$ cat config.mk
export PLATFORM = sky130hd
export DESIGN_NAME = apb_mem_slave_flat
export DESIGN_NICKNAME = d
export VERILOG_FILES = /design/src/rtl/apb_mem_slave_pkg.sv /design/src/rtl/apb_mem_slave_if.sv /design/src/rtl/apb_strb_merge.sv /design/src/rtl/apb_mem_slave.sv /design/src/flat_wrapper.sv
export VERILOG_INCLUDE_DIRS = /design/src /design/src/rtl
export SDC_FILE = /design/constraint.sdc
export NUM_CORES = 1
export LEC_CHECK = 0
export CORE_ASPECT_RATIO = 1.5
export CORE_UTILIZATION = 30
export DETAILED_ROUTE_END_ITERATION = 8
export DONT_BUFFER_PORTS = 1
export GPL_TIMING_DRIVEN = 0
export SYNTH_ARGS = -nofsm -noshare
export SYNTH_HDL_FRONTEND = slang
export SYNTH_SLANG_ARGS = --single-unit
$ cat constraint.sdc
create_clock -name clk -period 1.8 [get_ports clk]
set_input_delay 0.36 -clock clk [delete_from_list [all_inputs] [get_ports clk]]
set_output_delay 0.36 -clock clk [all_outputs]
set_load 0.01 [all_outputs]
$ cat src/rtl/apb_arch.svh
// Bus geometry shared by every APB block in this slice.
// Each width can be overridden from the tool command line.
`ifndef APB_ARCH_SVH
`define APB_ARCH_SVH

`ifndef ADDR_WIDTH
`define ADDR_WIDTH 32
`endif

`ifndef DATA_WIDTH
`define DATA_WIDTH 32
`endif

`ifndef STRB_SIZE
`define STRB_SIZE 4
`endif

`endif

$ cat src/rtl/apb_mem_slave_pkg.sv
// Shared types and constants for the APB memory completer.
// Holds the FSM state encoding, the access classification and a lane-merge helper.
`include "apb_arch.svh"

package apb_mem_slave_pkg;

    localparam int WAIT_CYCLES_MAX = 15;
    localparam int CNT_W           = 4;

    // Encoded as plain constants so the state register stays a bare vector.
    typedef logic [2:0] state_t;
    localparam state_t ST_IDLE  = 3'd0;
    localparam state_t ST_WAIT  = 3'd1;
    localparam state_t ST_MERGE = 3'd2;
    localparam state_t ST_RDCAP = 3'd3;
    localparam state_t ST_RESP  = 3'd4;

    typedef enum logic [1:0] {
        ACC_READ    = 2'd0,
        ACC_FULL_WR = 2'd1,
        ACC_ZERO_WR = 2'd2,
        ACC_PART_WR = 2'd3
    } access_t;

    function automatic logic [`DATA_WIDTH-1:0] merge_lanes(
        input logic [`DATA_WIDTH-1:0] wdata,
        input logic [`DATA_WIDTH-1:0] old_data,
        input logic [`STRB_SIZE-1:0]  strobe
    );
        logic [`DATA_WIDTH-1:0] result;
        result = old_data;
        for (int i = 0; i < `STRB_SIZE; i++) begin
            if (strobe[i]) result[8*i +: 8] = wdata[8*i +: 8];
        end
        return result;
    endfunction

endpackage

$ cat src/rtl/apb_mem_slave_if.sv
// APB completer-side bus bundle: request from the master, response back to it.
`include "apb_arch.svh"

interface apb_mem_slave_if #(
    parameter int ADDR_WIDTH = `ADDR_WIDTH,
    parameter int DATA_WIDTH = `DATA_WIDTH,
    parameter int STRB_SIZE  = `STRB_SIZE
);
    logic                  sel;
    logic                  enable;
    logic                  write;
    logic [STRB_SIZE-1:0]  strobe;
    logic [ADDR_WIDTH-1:0] addr;
    logic [DATA_WIDTH-1:0] wdata;
    logic                  ready;
    logic                  slverr;
    logic [DATA_WIDTH-1:0] rdata;

    modport master (
        output sel, enable, write, strobe, addr, wdata,
        input  ready, slverr, rdata
    );

    modport slave (
        input  sel, enable, write, strobe, addr, wdata,
        output ready, slverr, rdata
    );
endinterface

$ cat src/rtl/apb_strb_merge.sv
// Per-byte select between new write data and the word read back from memory.
`include "apb_arch.svh"

module apb_strb_merge #(
    parameter int STRB_SIZE = `STRB_SIZE
) (
    input  logic [STRB_SIZE-1:0]   strobe,
    input  logic [STRB_SIZE*8-1:0] wdata,
    input  logic [STRB_SIZE*8-1:0] data_out,
    output logic [STRB_SIZE*8-1:0] merged
);
    for (genvar i = 0; i < STRB_SIZE; i++) begin : g_lane
        assign merged[8*i +: 8] = strobe[i] ? wdata[8*i +: 8] : data_out[8*i +: 8];
    end
endmodule

$ cat src/rtl/apb_mem_slave.sv
// APB completer in front of a single-port synchronous word memory with 1-cycle read latency.
// Partial-strobe writes become a read-modify-write because the memory has no byte enables.
`include "apb_arch.svh"

module apb_mem_slave
    import apb_mem_slave_pkg::*;
#(
    parameter int ADDR_WIDTH  = `ADDR_WIDTH,
    parameter int DATA_WIDTH  = `DATA_WIDTH,
    parameter int STRB_SIZE   = `STRB_SIZE,
    parameter int MEM_DEPTH   = 256,
    parameter int WAIT_CYCLES = 0
) (
    input  logic                         clk,
    input  logic                         rst_n,
    apb_mem_slave_if.slave               bus,
    output logic                         wr,
    output logic [$clog2(MEM_DEPTH)-1:0] address,
    output logic [DATA_WIDTH-1:0]        data_in,
    input  logic [DATA_WIDTH-1:0]        data_out
);
    localparam int MEM_AW = $clog2(MEM_DEPTH);
    localparam logic [CNT_W-1:0] CNT_LOAD =
        CNT_W'((WAIT_CYCLES > WAIT_CYCLES_MAX) ? WAIT_CYCLES_MAX : WAIT_CYCLES);
    localparam logic [ADDR_WIDTH-3:0] DEPTH_WORDS = (ADDR_WIDTH-2)'(MEM_DEPTH);

    state_t                state;
    state_t                state_nxt;
    logic [CNT_W-1:0]      cnt;
    logic [MEM_AW-1:0]     word_q;
    access_t               access_q;
    access_t               access_d;
    logic [STRB_SIZE-1:0]  strobe_q;
    logic [DATA_WIDTH-1:0] wdata_q;
    logic [DATA_WIDTH-1:0] rdata_q;
    logic [DATA_WIDTH-1:0] merged;
    logic                  err_q;
    logic                  setup;
    logic                  addr_err;
    logic                  at_issue;

    assign setup    = bus.sel && !bus.enable;
    assign addr_err = (bus.addr[1:0] != 2'b00) || (bus.addr[ADDR_WIDTH-1:2] >= DEPTH_WORDS);
    assign at_issue = (state == ST_WAIT) && (cnt == '0) && bus.sel;

    always_comb begin
        access_d = ACC_READ;
        if (bus.write) begin
            if (&bus.strobe)          access_d = ACC_FULL_WR;
            else if (bus.strobe == '0) access_d = ACC_ZERO_WR;
            else                       access_d = ACC_PART_WR;
        end
    end

    apb_strb_merge #(
        .STRB_SIZE (STRB_SIZE)
    ) u_merge (
        .strobe   (strobe_q),
        .wdata    (wdata_q),
        .data_out (data_out),
        .merged   (merged)
    );

    // Dropping sel after the setup phase abandons the transfer without a response.
    always_comb begin
        // NOTE: every path must assign state_nxt; the default up front keeps this purely combinational.
        state_nxt = state;
        case (state)
            ST_IDLE: begin
                if (setup) state_nxt = ST_WAIT;
            end
            ST_WAIT: begin
                if (!bus.sel)                     state_nxt = ST_IDLE;
                else if (cnt != '0)               state_nxt = ST_WAIT;
                else if (err_q)                   state_nxt = ST_RESP;
                else if (access_q == ACC_READ)    state_nxt = ST_RDCAP;
                else if (access_q == ACC_PART_WR) state_nxt = ST_MERGE;
                else                              state_nxt = ST_RESP;
            end
            ST_MERGE, ST_RDCAP: begin
                state_nxt = bus.sel ? ST_RESP : ST_IDLE;
            end
            ST_RESP: begin
                state_nxt = ST_IDLE;
            end
            default: begin
                state_nxt = ST_IDLE;
            end
        endcase
    end

    // NOTE: state is updated with non-blocking assignments so every flop samples pre-edge values.
    always_ff @(posedge clk or negedge rst_n) begin
        if (!rst_n) begin
            state    <= ST_IDLE;
            cnt      <= '0;
            word_q   <= '0;
            access_q <= ACC_READ;
            strobe_q <= '0;
            wdata_q  <= '0;
            err_q    <= 1'b0;
            rdata_q  <= '0;
        end else begin
            state <= state_nxt;
            if (state == ST_IDLE && setup) begin
                cnt      <= CNT_LOAD;
                word_q   <= bus.addr[MEM_AW+1:2];
                access_q <= access_d;
                strobe_q <= bus.strobe;
                wdata_q  <= bus.wdata;
                err_q    <= addr_err;
            end else if (state == ST_WAIT && cnt != '0) begin
                cnt <= cnt - CNT_W'(1);
            end
            if (state == ST_RDCAP && bus.sel) begin
                rdata_q <= data_out;
            end
        end
    end

    // The address is always presented; only wr qualifies an actual memory write.
    assign address = word_q;
    assign wr      = (at_issue && !err_q && access_q == ACC_FULL_WR) ||
                     (state == ST_MERGE && bus.sel);

    always_comb begin
        data_in = '0;
        if (state == ST_MERGE) begin
            data_in = merged;
        end else if (state == ST_WAIT && access_q == ACC_FULL_WR) begin
            data_in = wdata_q;
        end
    end

    assign bus.ready  = (state == ST_RESP);
    assign bus.slverr = (state == ST_RESP) && err_q;
    assign bus.rdata  = (state == ST_RESP && !err_q && access_q == ACC_READ) ? rdata_q : '0;

endmodule

$ cat src/flat_wrapper.sv
// flat-port wrapper written by rule: the top's interface ports become plain ports
module apb_mem_slave_flat import apb_mem_slave_pkg::*;
#(
    parameter int ADDR_WIDTH  = `ADDR_WIDTH,
    parameter int DATA_WIDTH  = `DATA_WIDTH,
    parameter int STRB_SIZE   = `STRB_SIZE,
    parameter int MEM_DEPTH   = 256,
    parameter int WAIT_CYCLES = 0
)
  (clk, rst_n, wr, address, data_in, data_out, bus_sel, bus_enable, bus_write, bus_strobe, bus_addr, bus_wdata, bus_ready, bus_slverr, bus_rdata);
  apb_mem_slave_if #(.ADDR_WIDTH(ADDR_WIDTH), .DATA_WIDTH(DATA_WIDTH), .STRB_SIZE(STRB_SIZE)) bus_i ();
  input  logic clk;
  input  logic rst_n;
  output logic wr;
  output logic [$clog2(MEM_DEPTH)-1:0] address;
  output logic [DATA_WIDTH-1:0] data_in;
  input  logic [DATA_WIDTH-1:0] data_out;
  input wire logic [$bits(bus_i.sel)-1:0] bus_sel;
  input wire logic [$bits(bus_i.enable)-1:0] bus_enable;
  input wire logic [$bits(bus_i.write)-1:0] bus_write;
  input wire logic [$bits(bus_i.strobe)-1:0] bus_strobe;
  input wire logic [$bits(bus_i.addr)-1:0] bus_addr;
  input wire logic [$bits(bus_i.wdata)-1:0] bus_wdata;
  output wire logic [$bits(bus_i.ready)-1:0] bus_ready;
  output wire logic [$bits(bus_i.slverr)-1:0] bus_slverr;
  output wire logic [$bits(bus_i.rdata)-1:0] bus_rdata;
  assign bus_i.sel = bus_sel;
  assign bus_i.enable = bus_enable;
  assign bus_i.write = bus_write;
  assign bus_i.strobe = bus_strobe;
  assign bus_i.addr = bus_addr;
  assign bus_i.wdata = bus_wdata;
  assign bus_ready = bus_i.ready;
  assign bus_slverr = bus_i.slverr;
  assign bus_rdata = bus_i.rdata;
  apb_mem_slave #(.ADDR_WIDTH(ADDR_WIDTH), .DATA_WIDTH(DATA_WIDTH), .STRB_SIZE(STRB_SIZE), .MEM_DEPTH(MEM_DEPTH), .WAIT_CYCLES(WAIT_CYCLES)) u_core (.clk(clk), .rst_n(rst_n), .bus(bus_i), .wr(wr), .address(address), .data_in(data_in), .data_out(data_out));
endmodule
==> results of run 1 <==
[area by class of cell]
class / instances / share of cell area [%]
buffer: 14 / 3.713
clock buffer: 10 / 4.301
clock inverter: 6 / 1.622
inverter: 8 / 0.5640
multi-input combinational: 206 / 40.40
sequential: 86 / 40.42
tap: 159 / 3.737
timing repair buffer: 27 / 5.241
[worst reg2reg max path, cell delays in order, from the launching register on]
cell and delay, ns:
dfrtp_1 0.41, buf_6 0.13, buf_6 0.11, or3_4 0.38
nor2_4 0.13, buf_6 0.14, buf_8 0.13, mux2_2 0.34
[layout by cell type (no fill, tap or decap), types with 6 or more instances in the layout]
cell	netlist	final
mux2_2	75	58
nand3b_1	6	6
dfrtp_1	86	86
nor4_1	6	6
mux2_4	0	18
buf_4	3	20
a22o_4	0	9
clkbuf_16	0	12
inv_1	8	8
and2_4	0	31
a22o_1	32	23
buf_6	0	9
o21ai_0	10	10
[sequential cells by signal, indices dropped and copies added, names as in the netlist]
register / cells
u_core.rdata_q: 32
u_core.cnt: 4
u_core.state: 3
u_core.err_q: 1
u_core.strobe_q: 4
u_core.wdata_q: 32
u_core.access_q: 2
u_core.address: 8
[worst max-delay path by stage]
stage	from	to	slack [ns]	depth (start not counted)
final	u_core.state[0]	bus_rdata[2]	-0.51	6
after global routing	u_core.state[0]	bus_rdata[2]	-0.58	6
after CTS	u_core.state[0]	bus_rdata[28]	-0.51	6
after detailed placement	u_core.state[1]	bus_rdata[30]	-0.50	5
after global placement	u_core.state[1]	bus_rdata[30]	-0.48	5
after floorplan	u_core.state[1]	bus_rdata[10]	-0.01	5
[per-stage QoR]
stage	utilization (%)	worst slack, ns	total power (uW)	area (um^2)	cells
final	40.70	-0.5104	6246	5324	516
after floorplan	-	-0.01467	3577	4089	315
after CTS	38.64	-0.5099	6068	5055	503
after global placement	32.78	-0.4836	3776	4288	474
after detailed placement	32.78	-0.4992	3852	4288	474
after global routing	40.70	-0.5757	6592	5324	516
[routing by layer]
| metal | global-route usage, % | wire, um | share of wire, % |
|---|---|---|---|
| met3 | 3.698 | 561 | 5.3 |
| met1 | 15.15 | 3988 | 37 |
| met5 | 0 | 0 | 0 |
| met4 | 7.463 | 232 | 2.2 |
| met2 | 27.17 | 5860 | 55 |
[what timing repair did]
action	4_1_cts	5_1_grt
gates cloned	0	1
setup buffers	13	13
pin swaps	18	15
gates resized for setup	74	35
endpoints found under the hold margin	86	86
endpoints found under the setup margin	80	138
[report_power, final]
part	switching, uW	internal (uW)
clock network	763	1210
registers	387	2410
logic	592	876
total	1740	4500
[cells by family (layout without fill, tap and decap cells)]
logic type | count (synthesis) | in the layout | synth area share (%)
muxes | 76 | 76 | 21.03
AOI/OAI and AO/OA | 55 | 55 | 10.27
buffers and inverters | 23 | 65 | 2.766
and+or+nand+nor | 72 | 72 | 12.14
adders and majority gates | 3 | 3 | 0.9223
DFF | 86 | 86 | 52.87
==> results.json, run 1 <==
{
  "finalClockSkew_ns": 0.006185,
  "ff2ff_path_depth": 7,
  "place.gp.congestion": 0.7185,
  "synth-seq-cells": 86,
  "rsz0062_at_grt": "yes",
  "maxCapViolCount": 0,
  "post-synth-top-count-cell": "dfrtp_1",
  "multiInputGateArea_um2": 2151,
  "r2r_start": "u_core.state[0]",
  "cp.required_ns": 1.44,
  "slew_violations": 0,
  "synth_area_leader_cell": "dfrtp_1",
  "io_buffer_count": 0,
  "syn_nets": 423,
  "critPathArrivalTime_ns": 1.95,
  "min-delay-path-class": "primary input to asynchronous set/reset pin",
  "grt-ovfl-total": 0,
  "avgSynthCellArea_um2": 12.92,
  "yosysWarnings": 0,
  "grt_max_degree": 87,
  "start_kind": "flip-flop",
  "grt_pass1_wl_mm": 15.59,
  "clk_pin_slew_ns": 0.07,
  "numCtsBuffers": 9,
  "regArea_um2": 2152,
  "power.static_leakage_uw": 0.002392,
  "critPathCaptureType": "primary output",
  "crit_family": "simple AND/OR/NAND/NOR gates",
  "min_period_ns": 2.310,
  "syn-instance-count": 315,
  "timing.final.crit_share_pct": 128.4,
  "drive_gt1_share_pct": 53.78,
  "max_freq_ghz": 0.4328,
  "finalWirelength_mm": 10.64,
  "netlist_area_um2": 4070,
  "die-area_um2": 14050,
  "drc": 0,
  "finalSetupViolCount": 90,
  "path_cells": "buf_6 -> nor3b_4 -> nor3b_4 -> buf_6 -> clkbuf_16 -> and2_4",
  "r2r_slack_ns": -0.11,
  "tightest_slew_ns": 0.3574,
  "slew-limit-headroom_pct": 75.56,
  "drt_iter0_markers": 38,
  "n_fill_cell": 1227,
  "whs_ns": -0.2899,
  "pin_count": 180,
  "syn_to_final_growth_pct": 30.80,
  "synth_top_area_share_pct": 52.87,
  "die_y_um": 144.7,
  "grt_antenna_before_repair": 0,
  "setup_ws_ns": -0.5104,
  "cp.buffers_inverters": 3,
  "cts_tree": "yes",
  "slowest_delay_ns": 0.41,
  "fin_nets": 460,
  "ys_seq_area_share_pct": 52.87,
  "peakVddDrop_mv": 0.5785,
  "grt_pass1_vias": 2944,
  "ant_nets": 0,
  "failed_checks": "hold timing, setup timing",
  "critical_path_class": "flip-flop to primary output",
  "p_per_area_nw_per_um2": 1173,
  "ctsRootBufferMaster": "clkbuf_16",
  "rows": 51,
  "run_status": "finished, violations left",
  "cts_max_level": 3,
  "drtPass1Iterations": 4,
  "hold_violations": 86,
  "ys_types": 35,
  "grt_use_total_pct": 14.59,
  "cts.sinks": 86,
  "num_vias": 2745,
  "dp_hpwl_mm": 7.628,
  "die_x_um": 97.11,
  "start_util_pct": 31.11,
  "clk_latency_ns": 0.34,
  "ys_top_cells_by_count": "dfrtp_1, mux2_2, and2_1, a22o_1, o21ai_0",
  "antenna_cells": 0,
  "synth_area_leaders": "dfrtp_1, mux2_2, a22o_1, and2_1, o21ai_0",
  "r2r_end": "u_core.wdata_q[6]",
  "clk_path_buf_depth": 2,
  "path_max_fanout": 10,
  "async_flop_share_pct": 100.0,
  "finalSetupTns_ns": -30.78,
  "dominantRegCellSynth": "dfrtp_1",
  "core-area_um2": 13080,
  "slowest_stage": "dfrtp_1",
  "synth_edf_count": 0,
  "avgRoutedWirePerCell_um": 20.63,
  "via_per_inst": 5.320
}
Power figures use the tool's default switching activity.
==> run 2, diff against run 1 <==
--- a/config.mk
+++ b/config.mk
@@ -9,7 +9,6 @@
 export CORE_ASPECT_RATIO = 1.5
 export CORE_UTILIZATION = 30
 export DETAILED_ROUTE_END_ITERATION = 8
-export DONT_BUFFER_PORTS = 1
 export GPL_TIMING_DRIVEN = 0
 export SYNTH_ARGS = -nofsm -noshare
 export SYNTH_HDL_FRONTEND = slang
==> results.json, run 2 (same netlist as run 1, synthesis figures left out) <==
{
  "grt_pass1_wl_mm": 18.93,
  "whs_ns": -0.002352,
  "start_kind": "flip-flop",
  "min_period_ns": 2.388,
  "timing.final.crit_share_pct": 132.6,
  "failed_checks": "hold timing, setup timing",
  "die-area_um2": 14050,
  "io_buffer_count": 179,
  "grt-ovfl-total": 0,
  "finalSetupTns_ns": -30.50,
  "crit_top_cell": "buf_6",
  "slew-limit-headroom_pct": 64.16,
  "path_cells": "buf_6 -> or3b_4 -> nor2_4 -> buf_6 -> buf_6 -> a22o_1 -> buf_2",
  "clk_pin_slew_ns": 0.06,
  "drtPass1Iterations": 4,
  "min-delay-path-class": "primary input to asynchronous set/reset pin",
  "fin_nets": 664,
  "slew_violations": 0,
  "syn_to_final_growth_pct": 76.05,
  "cts_max_level": 3,
  "r2r_slack_ns": 0,
  "mostFrequentLayoutCells": "clkdlybuf4s50_1, dfrtp_1, mux2_2",
  "ctsHoldBuffers": 0,
  "place.gp.congestion": 0.7578,
  "core-area_um2": 13080,
  "drive_gt1_share_pct": 49.73,
  "hold_violations": 1,
  "critPathArrivalTime_ns": 2.03,
  "rows": 51,
  "place_ws_ns": -0.8576,
  "finalClockSkew_ns": 0.006512,
  "critPathCaptureType": "primary output",
  "finalWirelength_mm": 12.59,
  "drc": 0,
  "cts.sinks": 86,
  "peakVddDrop_mv": 0.6106,
  "grt_pass1_vias": 3757,
  "start_util_pct": 31.11,
  "n_fill_cell": 1143,
  "grt_use_total_pct": 17.33,
  "p_per_area_nw_per_um2": 912.0,
  "grt_max_degree": 49,
  "dp_hpwl_mm": 8.721,
  "multiInputGateArea_um2": 2018,
  "cts_tree": "yes",
  "numCtsBuffers": 9,
  "run_status": "finished, violations left",
  "r2r_start": "u_core.state[1]",
  "ff2ff_path_depth": 6,
  "via_per_inst": 4.892,
  "die_y_um": 144.7,
  "cp.required_ns": 1.44,
  "die_x_um": 97.11,
  "num_vias": 3522,
  "setup_ws_ns": -0.5876,
  "drt_iter0_markers": 97,
  "tightest_slew_ns": 0.5377,
  "r2r_end": "u_core.wdata_q[2]",
  "finalSetupViolCount": 70,
  "power_uw": 6535,
  "antenna_cells": 0,
  "regArea_um2": 2152,
  "rsz0062_at_grt": "yes",
  "final_common_cell": "clkdlybuf4s50_1",
  "grt_antenna_before_repair": 0,
  "slowest_stage": "or3b_4",
  "ant_nets": 0,
  "avgRoutedWirePerCell_um": 17.49,
  "clk_latency_ns": 0.34,
  "pin_count": 180,
  "ctsRootBufferMaster": "clkbuf_16",
  "clk_path_buf_depth": 2,
  "slowest_delay_ns": 0.44,
  "path_max_fanout": 4,
  "crit_family": "simple AND/OR/NAND/NOR gates",
  "power.static_leakage_uw": 0.003275,
  "maxCapViolCount": 0,
  "critical_path_class": "flip-flop to primary output",
  "cp.buffers_inverters": 4,
  "max_freq_ghz": 0.4188
}
-- run 2: how the worst max path moves through the flow --
stage | start | slack (ns) | endpoint | cells past startpoint
6_report | u_core.state[0] | -0.59 | data_in[27] | 7
5_1_grt | u_core.state[2] | -0.68 | wr | 6
4_1_cts | u_core.state[0] | -0.63 | data_in[27] | 7
3_5_place_dp | u_core.state[1] | -0.86 | data_in[13] | 5
3_3_place_gp | rst_n | -2.81 | u_core.wdata_q[27] | 1
2_1_floorplan | u_core.state[1] | -0.01 | bus_rdata[10] | 5
-- run 2: power by group --
part	switching, uW	total, uW	internal (uW)
Combinational	751	1940	1190
Clock	763	1880	1110
Sequential	308	2720	2410
Total	1820	6540	4710
-- run 2: routing by layer --
layer / up-vias / global-route usage, % / share of wire [%]
li1: 1640 / - / -
met1: 1732 / 18.36 / 37
met2: 129 / 33.06 / 56
met3: 21 / 3.554 / 5.0
met4: 0 / 7.620 / 2.6
met5: - / 0 / 0
-- run 2: final cells by class --
type / instances / area share (%)
clock buffer: 11 / 3.387
timing repair buffer: 231 / 32.13
tap: 159 / 2.776
inverter: 8 / 0.4191
clock inverter: 5 / 0.8207
buffer: 14 / 2.270
multi-input combinational: 206 / 28.16
sequential: 86 / 30.03
-- run 2: timing repair --
item,in CTS,in global routing
endpoints found under the setup margin,81,134
resized for setup,374,46
pin swaps,55,23
gates cloned,3,1
setup buffers,41,9
-- run 2: stage by stage --
step	cells	cell area, um^2	util, %	hold slack (ns)
after floorplan	315	4089	-	0.06441
after CTS	714	6935	53.02	0.01351
after detailed placement	654	6105	46.67	0.3788
after global placement	653	6080	46.48	0.4761
after global routing	720	7166	54.78	0.02383
final	720	7166	54.78	-0.002352
